===== src/rtl/riscv_mem_arbiter_pkg.sv =====
// rtl/riscv_mem_arbiter_pkg.sv - shared constants and types for the instruction/data memory arbiter
package riscv_mem_arbiter_pkg;

    // Default widths: byte-address/data width and memory word-address width.
    localparam int DW_DEFAULT     = 32;
    localparam int MEM_AW_DEFAULT = 6;

    // Port identifiers, also the bit positions inside the one-hot grant vector.
    localparam logic PORT_I = 1'b0;
    localparam logic PORT_D = 1'b1;

    // Field positions inside the response register {valid, port, we, err}.
    localparam int RSP_ERR   = 0;
    localparam int RSP_WE    = 1;
    localparam int RSP_PORT  = 2;
    localparam int RSP_VALID = 3;
    localparam int RSP_W     = 4;

    typedef enum logic {
        ST_IDLE = 1'b0,
        ST_RESP = 1'b1
    } arb_state_e;

endpackage


===== src/rtl/riscv_rr_arb2.sv =====
// rtl/riscv_rr_arb2.sv - two-way round-robin arbiter holding the priority bit
//   clk_i  : clock
//   rst_i  : synchronous active-high reset (priority returns to the data port)
//   en_i   : grants allowed this cycle
//   req_i  : {data request, fetch request}
//   gnt_o  : one-hot grant, same bit order as req_i
import riscv_mem_arbiter_pkg::*;

module riscv_rr_arb2 (
    input  logic       clk_i,
    input  logic       rst_i,
    input  logic       en_i,
    input  logic [1:0] req_i,
    output logic [1:0] gnt_o
);

    logic r_prio;
    logic w_contested;

    assign w_contested = en_i & req_i[0] & req_i[1];

    always_comb begin
        gnt_o = 2'b00;
        if (en_i) begin
            if (w_contested) begin
                gnt_o = (r_prio == PORT_D) ? 2'b10 : 2'b01;
            end else begin
                gnt_o = req_i;
            end
        end
    end

    // Priority moves to the loser only when both ports competed; a lone
    // requester does not disturb the fairness order.
    always_ff @(posedge clk_i) begin
        if (rst_i) begin
            r_prio <= PORT_D;
        end else if (w_contested) begin
            r_prio <= ~r_prio;
        end
    end

endmodule


===== src/rtl/riscv_mem_arbiter.sv =====
// rtl/riscv_mem_arbiter.sv - shares one single-port memory between fetch and load/store ports
//   clk_i, rst_i                       : clock, synchronous active-high reset
//   i_req_i/i_addr_i                   : fetch command (read only)
//   i_gnt_o/i_rvalid_o/i_rdata_o/i_err_o : fetch grant and one-cycle response
//   d_req_i/d_we_i/d_addr_i/d_wdata_i  : load/store command
//   d_gnt_o/d_rvalid_o/d_rdata_o/d_err_o : load/store grant and one-cycle response
//   mem_addr_o/mem_rd_en_o/mem_wr_en_o/mem_wdata_o/mem_rdata_i : memory side
import riscv_mem_arbiter_pkg::*;

module riscv_mem_arbiter #(
    parameter int DW     = DW_DEFAULT,
    parameter int MEM_AW = MEM_AW_DEFAULT
) (
    input  logic              clk_i,
    input  logic              rst_i,
    input  logic              i_req_i,
    input  logic [DW-1:0]     i_addr_i,
    output logic              i_gnt_o,
    output logic              i_rvalid_o,
    output logic [DW-1:0]     i_rdata_o,
    output logic              i_err_o,
    input  logic              d_req_i,
    input  logic              d_we_i,
    input  logic [DW-1:0]     d_addr_i,
    input  logic [DW-1:0]     d_wdata_i,
    output logic              d_gnt_o,
    output logic              d_rvalid_o,
    output logic [DW-1:0]     d_rdata_o,
    output logic              d_err_o,
    output logic [MEM_AW-1:0] mem_addr_o,
    output logic              mem_rd_en_o,
    output logic              mem_wr_en_o,
    output logic [DW-1:0]     mem_wdata_o,
    input  logic [DW-1:0]     mem_rdata_i
);

    logic             r_rst_dly;
    logic [RSP_W-1:0] r_rsp;
    arb_state_e       r_state;
    arb_state_e       w_state_nxt;

    logic             w_allow;
    logic [1:0]       w_gnt;
    logic             w_any;
    logic             w_sel;
    logic [DW-1:0]    w_addr;
    logic             w_we;
    logic             w_err;
    logic             w_issue;
    logic [RSP_W-1:0] w_rsp_d;
    logic             w_live;
    logic             w_rd_ok;
    logic             w_own_i;
    logic             w_own_d;

    // Grants stay off for one extra cycle after reset falls so every output
    // is quiet in the first post-reset cycle.
    always_ff @(posedge clk_i) begin
        if (rst_i) begin
            r_rst_dly <= 1'b1;
        end else begin
            r_rst_dly <= 1'b0;
        end
    end

    assign w_allow = ~rst_i & ~r_rst_dly;

    riscv_rr_arb2 u_arb (
        .clk_i (clk_i),
        .rst_i (rst_i),
        .en_i  (w_allow),
        .req_i ({d_req_i, i_req_i}),
        .gnt_o (w_gnt)
    );

    assign i_gnt_o = w_gnt[PORT_I];
    assign d_gnt_o = w_gnt[PORT_D];
    assign w_any   = |w_gnt;
    assign w_sel   = w_gnt[PORT_D];
    assign w_addr  = w_sel ? d_addr_i : i_addr_i;
    assign w_we    = w_sel & d_we_i;

    // Misaligned or beyond the memory's byte range.
    assign w_err   = (|w_addr[1:0]) | (|w_addr[DW-1:MEM_AW+2]);
    assign w_issue = w_any & ~w_err;

    assign mem_addr_o  = w_issue ? w_addr[MEM_AW+1:2] : '0;
    assign mem_rd_en_o = w_issue & ~w_we;
    assign mem_wr_en_o = w_issue & w_we;
    assign mem_wdata_o = (w_issue & w_we) ? d_wdata_i : '0;

    always_comb begin
        w_rsp_d            = '0;
        w_rsp_d[RSP_VALID] = w_any;
        w_rsp_d[RSP_PORT]  = w_sel;
        w_rsp_d[RSP_WE]    = w_we;
        w_rsp_d[RSP_ERR]   = w_err;
    end

    always_ff @(posedge clk_i) begin
        if (rst_i) begin
            r_rsp   <= '0;
            r_state <= ST_IDLE;
        end else begin
            r_rsp   <= w_rsp_d;
            r_state <= w_state_nxt;
        end
    end

    // RESP never stalls the command side; it only tracks whether a response
    // is due this cycle.
    always_comb begin
        w_state_nxt = r_state;
        case (r_state)
            ST_IDLE: if (w_any)  w_state_nxt = ST_RESP;
            ST_RESP: if (!w_any) w_state_nxt = ST_IDLE;
            default: w_state_nxt = ST_IDLE;
        endcase
    end

    // A response pending when reset arrives is dropped immediately.
    assign w_live  = (r_state == ST_RESP) & r_rsp[RSP_VALID] & ~rst_i;
    assign w_rd_ok = w_live & ~r_rsp[RSP_WE] & ~r_rsp[RSP_ERR];
    assign w_own_i = (r_rsp[RSP_PORT] == PORT_I);
    assign w_own_d = (r_rsp[RSP_PORT] == PORT_D);

    assign i_rvalid_o = w_live & w_own_i;
    assign i_err_o    = w_live & w_own_i & r_rsp[RSP_ERR];
    assign i_rdata_o  = (w_rd_ok & w_own_i) ? mem_rdata_i : '0;

    assign d_rvalid_o = w_live & w_own_d;
    assign d_err_o    = w_live & w_own_d & r_rsp[RSP_ERR];
    assign d_rdata_o  = (w_rd_ok & w_own_d) ? mem_rdata_i : '0;

endmodule


===== config.mk =====
export PLATFORM = sky130hd
export DESIGN_NAME = riscv_mem_arbiter
export DESIGN_NICKNAME = d
export VERILOG_FILES = /design/src/rtl/riscv_mem_arbiter_pkg.sv /design/src/rtl/riscv_rr_arb2.sv /design/src/rtl/riscv_mem_arbiter.sv
export SDC_FILE = /design/constraint.sdc
export NUM_CORES = 1
export LEC_CHECK = 0
export BUFFER_PORTS_ARGS = -buffer_cell sky130_fd_sc_hd__clkbuf_2
export CAP_MARGIN = 0
export CORE_AREA = 3 3 92 94
export CTS_BUF_LIST = sky130_fd_sc_hd__clkbuf_16
export CTS_CLUSTER_SIZE = 8
export DETAILED_ROUTE_END_ITERATION = 7
export DIE_AREA = 0 0 95 97
export PLACE_DENSITY_LB_ADDON = 0.08
export SLEW_MARGIN = 20
export SYNTH_ARGS = -nofsm -noshare
export SYNTH_HDL_FRONTEND = slang
export SYNTH_SLANG_ARGS = --single-unit

===== constraint.sdc =====
create_clock -name clk_i -period 2.6 [get_ports clk_i]
set_clock_uncertainty 0.15 [all_clocks]
set_input_delay 0.52 -clock clk_i [delete_from_list [all_inputs] [get_ports clk_i]]
set_output_delay 0.52 -clock clk_i [all_outputs]
set_load 0.01 [all_outputs]

; ---- Yosys cells after proc, flatten, opt, wreduce, memory -nomap -nowiden
; Cells that the tools add are included.
[op_classes]
bitwise_logic = 26
n_reduce_logical = 3
mux = 10
[op_table]
columns = op, n
row1 = two-way mux 32 bit, 4
row2 = OR reduction 24 bit, 1
row3 = AND 1 bit, 17
row4 = inverter 1 bit, 8
row5 = two-way mux 2 bit, 3
row6 = two-way mux 6 bit, 1
row7 = OR reduction 2 bit, 2
row8 = two-way mux 1 bit, 2
row9 = bitwise OR 1 bit, 1
[totals]
input_bits = 133
out_inout_bits = 110
regBits = 7
elab_cells = 43

; ---- Longest topological paths before layout
; Gate-level depths: netlist of run 1.
[depth]
ltp_word = 13
depth_mapped = 5
ltp_nobuf = 4

; ---- Cells and area by module
; Synthesis of run 1 repeated with hierarchy kept, for this count alone.
[unflattened]
hier_cells = 174
area_unflattened_um2 = 1199.9
[modules_own_cells]
columns = mod, cells_per_inst, instances, area_per_inst_um2
row1 = riscv_mem_arbiter, 165, 1, 1136.1
row2 = riscv_rr_arb2, 9, 1, 63.8

; ---- Worst setup path before layout of run 1
; OpenSTA, ideal clock, no wires.
[synth_path]
kind = input to output
start = input d_addr_i[0]
end = output mem_addr_o[0]
path_slack_ps = 201
arrival_time_ps = 1729
required_time_ps = 1930
stages = 4
path_cell_list = nor4_2 -> nand4_2 -> or4_1 -> a21oi_1
[synth_between]
elab_chain_cells = 6
[synth_rtl]
columns = item, line_no
row1 = from (decl), riscv_mem_arbiter.sv:24  ; input logic [DW-1:0] d_addr_i,
row2 = two-way mux 32 bit, riscv_mem_arbiter.sv:80  ; assign w_addr = w_sel ? d_addr_i : i_addr_i;
row3 = OR reduction 2 bit, riscv_mem_arbiter.sv:84  ; assign w_err = (|w_addr[1:0]) | (|w_addr[DW-1:MEM_AW+2]);
row4 = bitwise OR 1 bit, riscv_mem_arbiter.sv:84
row5 = inverter 1 bit, riscv_mem_arbiter.sv:85  ; assign w_issue = w_any & ~w_err;
row6 = AND 1 bit, riscv_mem_arbiter.sv:85
row7 = two-way mux 6 bit, riscv_mem_arbiter.sv:87  ; assign mem_addr_o = w_issue ? w_addr[MEM_AW+1:2] : '0;
row8 = to (decl), riscv_mem_arbiter.sv:30  ; output logic [MEM_AW-1:0] mem_addr_o,
; Every way passes these cells.

; ---- Final worst setup path of run 1
[layout_path]
start = input d_addr_i[15]
end = output mem_addr_o[2]
[layout_between]
elab_chain_cells = 6
[layout_rtl]
columns = item, line_no
row1 = two-way mux 32 bit, riscv_mem_arbiter.sv:80
row2 = OR reduction 24 bit, riscv_mem_arbiter.sv:84
row3 = bitwise OR 1 bit, riscv_mem_arbiter.sv:84
row4 = inverter 1 bit, riscv_mem_arbiter.sv:85
row5 = AND 1 bit, riscv_mem_arbiter.sv:85
row6 = two-way mux 6 bit, riscv_mem_arbiter.sv:87
; Every way passes these cells.

==> flow_summary.ini, run 1 <==
[clocking]
cts_hold_buf = 0
htree_levels = 1
cts_root_buffer = clkbuf_16
cts_tree = done
clockBufferDepth = 2
cts_num_sinks = 6
path_clk_slew_ns = 0.03
worst_skew_pair.late_latency_ns = 0.23
cts_made_buffers = 3

[power_and_ir_drop]
pwr-share-clk = 0.481
p_comb_frac = 0.321
total_power_mw = 0.507
power_leakage_nw = 1.68
internal_power_mw = 0.394
p_switching_mw = 0.113
ir_worst_vdd_mv = 0.0999
power_density_mw_per_mm2 = 181
seq_power_share = 0.199
netSwitchingFraction = 0.222

[logic_synthesis]
synth.yosys.seq_area_share = 0.101
ys.warnings.count = 0
yosys.area_share.xor_xnor = 0.00733
synth_area_mm2 = 0.00119
synth.avg_cell_area_um2 = 6.57
synth-seq-cells = 6
synthAdderAreaFrac = 0
synth_top_family_by_area = simple AND/OR/NAND/NOR gates
yosys.area_share.simple = 0.784
synth_cell_types = 25
synthesis.nets = 315
synth_compound_area_frac = 0.0356
muxShareOfSynthArea = 0
synthCells = 182

[timing]
slew_violations = 0
hold_viol_final = 0
slew_headroom = 0.832
holdWs_ns = 0.347
finalSetupViolCount = 1
fin_crit_ns = 2.61
post-route-worst-setup-slack_ns = -0.00952
tns_ns = -0.00952
period_share = 1.00
max_freq_mhz = 383
rsz0062_at_grt = yes
tightestPinTransition_ns = 0.251

[floorplanning]
die_h_um = 97
io_pins = 243
dieArea_mm2 = 0.00922
fp.coreArea_mm2 = 0.00773
start_util = 0.155
die_w_um = 95
row_count = 32

[run]
max_cap_violations = 0

[drt]
antenna_left = 0
routed-via-count = 2124
wire_per_inst_um = 11.4
drc = 0
firstDrtPassIters = 4
via_per_inst = 4.00
wl_um = 6060
drt_iter0_drc = 18

[global_route]
grt_max_degree = 34
grt_first_pass_wirelength_um = 8910
gr-total-overflow = 0
grtUsageTotal = 0.118
grt_pass1_vias = 1945
antenna_found_initial = 0

[layout]
drive_gt1_frac = 0.643
n_antenna_cell = 0
syn2layout_area_growth_pct = 134
finish.net_count = 564
design_area_mm2 = 0.00280

[worst_setup_path]
endpoint_kind = output port
r2r_setup_slack_ns = 1.15
critPathKind = in2out
crit_required_ns = 1.93
critical_path.max_fanout = 8
startpoint_type = primary input
arrival_ns = 1.94

[status]
violations = setup timing
status = finished with violations

[worst_hold_path]
min_path_type = reg2reg

[place]
dp_hpwl_um = 5470
place_area_mm2 = 0.00263
gp_congestion = 0.722
port_buffers = 242
place_worst_setup_slack_ns = -0.117
==> power by group through the flow <==
| stage | Clock (mW) | Sequential [mW] | Combinational (mW) |
|---|---|---|---|
| floorplan | 0 | 0.101 | 0.0323 |
| global placement | 0 | 0.102 | 0.153 |
| detailed placement | 0 | 0.102 | 0.155 |
| CTS | 0.246 | 0.101 | 0.162 |
| global route | 0.257 | 0.101 | 0.183 |
| finish | 0.244 | 0.101 | 0.163 |
==> cell usage after synthesis (all sizes together) <==
cell type,number,share of area
and3b,1,0.0073
nand3,2,0.0084
buf,3,0.013
nor2,5,0.016
nor3,3,0.017
clkbuf,9,0.028
or4,6,0.038
o21ai,1,0.0042
xnor2,1,0.0073
and3,2,0.010
and2,98,0.51
a21oi,6,0.025
o21a,1,0.0063
inv,10,0.031
nand2b,2,0.010
and4,1,0.0073
nand2,1,0.0031
dfxtp,6,0.10
nor4,13,0.084
nor3b,3,0.023
nand4,8,0.047
==> cell type report <==
type / instances / area, um^2
Multi-Input combinational cell: 154 / 1070
Sequential cell: 6 / 120
Timing Repair Buffer: 256 / 1370
Fill cell: 836 / 4930
Tap cell: 102 / 128
Clock buffer: 3 / 75.1
Inverter: 10 / 37.5
==> timing repair <==
item / CTS / global route
gates resized for setup: 10 / 13
gates cloned: 0 / 0
endpoints found under the setup margin: 39 / 41
setup buffers: 1 / 0
pin swaps: 7 / 5
==> registers in the layout, indices dropped and copies added (netlist names) <==
signal / count
r_rst_dly: 1
r_rsp: 4
u_arb.r_prio: 1
==> through the flow <==
stage           util  cells
3_3_place_gp   0.340    527
3_5_place_dp   0.340    527
5_1_grt        0.362    531
6_report       0.362    531
2_1_floorplan      -    182
4_1_cts        0.358    531
==> placed cells by master (no fill, tap or decap), drive strengths merged <==
master / count
nand4: 8
nor3: 3
and2: 98
inv: 10
and3b: 1
a21oi: 6
and3: 2
nand3: 2
nand2: 1
buf: 21
xnor2: 1
nand2b: 2
or4: 6
and4: 1
nor3b: 3
clkbuf: 238
nor4: 13
o21ai: 1
o21a: 1
dfxtp: 6
nor2: 5
==> critical path: stages <==
cell and delay, ns:
clkbuf_2 0.10, nor4_4 0.31, nand4_4 0.19, or4_1 0.53, a21oi_2 0.15, clkbuf_2 0.14
==> worst paths after layout <==
check                                      to  depth (start not counted)          from
worst max-delay path            mem_addr_o[2]                          6  d_addr_i[15]
worst min-delay path             u_arb.r_prio                          2  u_arb.r_prio
worst max register to register       r_rsp[0]                          6     r_rst_dly
worst min register to register   u_arb.r_prio                          2  u_arb.r_prio
==> cells by family after synthesis <==
| family | Yosys count |
|---|---|
| buf+inv | 22 |
| flops | 6 |
| compound gates | 8 |
| xor+xnor | 1 |
| simple gates | 145 |
==> metal layers <==
metal | routed length, um | global-route usage | vias to the layer above | share of wire
met3 | 853 | 0.0319 | 4 | 0.14
li1 | - | - | 1100 | -
met4 | 43 | 0.0244 | 0 | 0.0071
met5 | 0 | 0 | - | 0
met1 | 1950 | 0.113 | 875 | 0.32
met2 | 3220 | 0.241 | 145 | 0.53
Power figures use the tool's default switching activity.
==> run 2, diff against run 1 <==
--- a/config.mk
+++ b/config.mk
@@ -12,7 +12,9 @@
 export CTS_CLUSTER_SIZE = 8
 export DETAILED_ROUTE_END_ITERATION = 7
 export DIE_AREA = 0 0 95 97
-export PLACE_DENSITY_LB_ADDON = 0.08
+export HOLD_SLACK_MARGIN = 0.08
+export PLACE_DENSITY = 0.65
+export SETUP_SLACK_MARGIN = 0.4
 export SLEW_MARGIN = 20
 export SYNTH_ARGS = -nofsm -noshare
 export SYNTH_HDL_FRONTEND = slang
==> flow_summary.ini, run 2 (same netlist as run 1, synthesis figures left out) <==
[layout]
finish.net_count = 585
largest_registers = r_rsp (4), r_rst_dly (1), u_arb.r_prio (1)
final_common_cell = clkbuf_2
final_cell_mix = 133 x clkbuf_2, 103 x buf_6, 96 x and2_4
syn2layout_area_growth_pct = 253
regMostFlops = r_rsp
drive_gt1_frac = 0.891
n_antenna_cell = 0
largest_reg_flops = 4
final_util = 0.546

[power_and_ir_drop]
power_leakage_nw = 2.20
power_density_mw_per_mm2 = 137
ir_worst_vdd_mv = 0.211
total_power_mw = 0.577

[timing]
tightestPinTransition_ns = 0.260
slew_headroom = 0.826
finalSetupViolCount = 14
hold_viol_final = 0
tns_ns = -0.109
slew_violations = 0
fin_crit_ns = 2.62
rsz0062_at_grt = yes
period_share = 1.01
max_freq_mhz = 381
post-route-worst-setup-slack_ns = -0.0248
holdWs_ns = 0.354

[clocking]
cts_tree = done
path_clk_slew_ns = 0.03
cts_num_sinks = 6
htree_levels = 1
cts_made_buffers = 3
clockBufferDepth = 2
worst_skew_pair.late_latency_ns = 0.23
cts_root_buffer = clkbuf_16

[worst_hold_path]
min_path_type = in2reg
hp-start = rst_i
worstHoldPathCells = 2

[run]
max_cap_violations = 0

[global_route]
gr-total-overflow = 0
grt_pass1_vias = 2288
antenna_found_initial = 0
grt_first_pass_wirelength_um = 10800
grt_max_degree = 34
grtUsageTotal = 0.143

[drt]
antenna_left = 0
firstDrtPassIters = 4
wire_per_inst_um = 16.8
drt_iter0_drc = 38
drc = 0
wl_um = 9290
routed-via-count = 2499
via_per_inst = 4.53

[worst_setup_path]
r2r_start = u_arb.r_prio
path_delay_family = simple AND/OR/NAND/NOR gates
path_buf_inv = 3
crit_required_ns = 1.93
startpoint_type = primary input
slowest_stage = or4_1
slowest_delay_ns = 0.49
critPathKind = in2out
arrival_ns = 1.95
ff2ff_path_depth = 5
critical_path.max_fanout = 7
cp_num_cells = 7
endpoint_kind = output port
path_cells = buf_6, nor4_4, nand4_2, buf_6, or4_1, a21oi_2, clkbuf_2
crit_start = d_addr_i[9]
cp_common_cell = buf_6

[floorplanning]
start_util = 0.155
dieArea_mm2 = 0.00922
row_count = 32
fp.coreArea_mm2 = 0.00773
die_w_um = 95
io_pins = 243
die_h_um = 97

[place]
gp_congestion = 0.768
port_buffers = 242
dp_hpwl_um = 5740
place_worst_setup_slack_ns = -0.0453

[status]
violations = setup timing
status = finished with violations
run 2: path summary, 6_finish.rpt:
kind / endpoint / slack [ns]
max: mem_addr_o[4] / -0.02
max reg2reg: r_rsp[0] / 1.22
min reg2reg: u_arb.r_prio / 0.36
min: r_rst_dly / 0.35
run 2: cell type report:
| type | instances | area [um^2] |
|---|---|---|
| clock buffers | 3 | 75.1 |
| fillers | 654 | 3510 |
| inverters | 10 | 37.5 |
| multi-input cells | 154 | 1390 |
| flip-flops and latches | 6 | 120 |
| well taps | 102 | 128 |
| repair buffers | 277 | 2470 |
run 2: layer usage:
metal | part of all wire | track usage
met1 | 0.33 | 0.144
met2 | 0.54 | 0.289
met3 | 0.097 | 0.0226
met4 | 0.034 | 0.0433
met5 | 0 | 0
run 2: where the power goes:
group          switching [mW]  internal, mW
clock                  0.0487         0.197
combinational          0.0931         0.136
sequential            0.00490        0.0973
run 2: stage by stage:
| stage | cell area [um^2] | instances |
|---|---|---|
| final | 4220 | 552 |
| after global routing | 4220 | 552 |
| after CTS | 3320 | 545 |
| after detailed placement | 2660 | 524 |
| after global placement | 2660 | 524 |
| after floorplan | 1260 | 182 |
run 2: repair_timing:
action | 4_1_cts | 5_1_grt
setup buffers | 13 | 2
gates cloned | 5 | 5
resized for setup | 93 | 250
pin swaps | 12 | 98
hold buffers | 0 | 0
setup endpoints to repair | 104 | 104
==> run 3, diff against run 2 <==
--- a/config.mk
+++ b/config.mk
@@ -14,6 +14,7 @@
 export DIE_AREA = 0 0 95 97
 export HOLD_SLACK_MARGIN = 0.08
 export PLACE_DENSITY = 0.65
+export REMOVE_ABC_BUFFERS = 1
 export SETUP_SLACK_MARGIN = 0.4
 export SLEW_MARGIN = 20
 export SYNTH_ARGS = -nofsm -noshare
==> flow_summary.ini, run 3 (same netlist as run 1, synthesis figures left out) <==
[status]
status = finished with violations
violations = setup timing

[worst_setup_path]
r2r-end = r_rsp[0]
endpoint = mem_addr_o[0]
crit_required_ns = 1.93
path_cells = buf_6, nor4_4, nand4_4, or4_1, a21oi_1, buf_2
startpoint_type = primary input
arrival_ns = 1.97
endpoint_kind = output port
ff2ff_path_depth = 6
critPathKind = in2out
slowest_stage = or4_1
r2r_start = u_arb.r_prio
slowest_delay_ns = 0.55
critical_path.max_fanout = 8
r2r_setup_slack_ns = 1.11
crit_start = d_addr_i[12]

[floorplanning]
die_h_um = 97
die_w_um = 95
dieArea_mm2 = 0.00922
fp.coreArea_mm2 = 0.00773
start_util = 0.155
io_pins = 243
row_count = 32

[timing]
fin_crit_ns = 2.64
finalSetupViolCount = 5
max_freq_mhz = 378
post-route-worst-setup-slack_ns = -0.0421
slew_headroom = 0.551
slew_violations = 0
tightestPinTransition_ns = 0.669
period_share = 1.02
tns_ns = -0.120
hold_viol_final = 0
rsz0062_at_grt = yes
holdWs_ns = 0.346

[global_route]
grt_max_degree = 34
antenna_found_initial = 2
grtUsageTotal = 0.150
gr-total-overflow = 0
grt_first_pass_wirelength_um = 10900
grt_pass1_vias = 2164

[layout]
largest_reg_flops = 4
finish.net_count = 581
design_area_mm2 = 0.00409
regMostFlops = r_rsp
syn2layout_area_growth_pct = 242
largest_registers = r_rsp (4), r_rst_dly (1), u_arb.r_prio (1)
final_cell_mix = 132 x clkbuf_2, 106 x buf_6, 96 x and2_4
final_common_cell = clkbuf_2
drive_gt1_frac = 0.863
num-fill-cells = 681
n_antenna_cell = 0

[place]
dp_hpwl_um = 6270
place_area_mm2 = 0.00259
gp_congestion = 0.775
place_worst_setup_slack_ns = -0.0886
port_buffers = 242

[drt]
via_per_inst = 4.47
drt_iter0_drc = 42
routed-via-count = 2450
wl_um = 9380
firstDrtPassIters = 4
wire_per_inst_um = 17.1
drc = 0
antenna_left = 0

[clocking]
cts_num_sinks = 6
cts_made_buffers = 3
clockBufferDepth = 2
cts_hold_buf = 0
cts_tree = done
cts_root_buffer = clkbuf_16
path_clk_slew_ns = 0.03
worst_skew_pair.late_latency_ns = 0.22
htree_levels = 1

[power_and_ir_drop]
ir_worst_vdd_mv = 0.167
total_power_mw = 0.568
power_density_mw_per_mm2 = 139
power_leakage_nw = 2.15

[worst_hold_path]
min_path_type = reg2reg

[run]
max_cap_violations = 0
==> run 3: changes by cell type in the layout (fill, tap and decap cells not counted), sizes merged <==
| cell | delta |
|---|---|
| buf | -4 |
==> run 3: routing by layer <==
layer  share of wire  vias to the layer above  global-route usage
met1            0.34                     1103               0.149
met4           0.032                        4              0.0499
met2            0.52                      182               0.288
met3            0.11                       28              0.0412
li1                -                     1133                   -
met5          0.0027                        -                   0
==> run 3: cell type report <==
type / instances / area, um^2 / share of cell area
inverter: 10 / 37.5 / 0.00918
clock buffer: 3 / 75.1 / 0.0184
tap: 102 / 128 / 0.0312
sequential: 6 / 120 / 0.0294
timing repair buffer: 273 / 2380 / 0.583
multi-input combinational: 154 / 1350 / 0.329
==> run 3: how the worst min path moves through the flow <==
stage	start	end	slack, ns	cells past startpoint
after CTS	u_arb.r_prio	u_arb.r_prio	0.35	2
after floorplan	u_arb.r_prio	u_arb.r_prio	0.31	2
after global placement	u_arb.r_prio	u_arb.r_prio	0.34	2
after detailed placement	u_arb.r_prio	u_arb.r_prio	0.34	2
after global routing	u_arb.r_prio	u_arb.r_prio	0.40	2
final	u_arb.r_prio	u_arb.r_prio	0.35	2
==> run 3: repair_timing <==
| item | CTS | global route |
|---|---|---|
| cloned | 3 | 7 |
| pin swaps | 8 | 95 |
| gates resized for setup | 79 | 263 |
| setup endpoints to repair | 104 | 107 |
| setup buffers | 7 | 5 |
==> run 3: report_power, final <==
group	leakage, nW	switching (mW)	internal, mW
Clock	0.0370	0.0478	0.197
Sequential	0.0497	0.00479	0.0973
Combinational	2.06	0.0911	0.130
Total	2.15	0.144	0.424
==> run 3: critical path: cells and delay by family <==
family,cells,cell delay [ns]
buffers and inverters,2,0.24
AOI/OAI and AO/OA,1,0.13
and+or+nand+nor,3,1.06
==> run 3: stage by stage <==
stage,util,instances
after floorplan,-,170
after global placement,0.336,523
after detailed placement,0.336,523
after CTS,0.397,536
after global routing,0.529,548
final,0.529,548
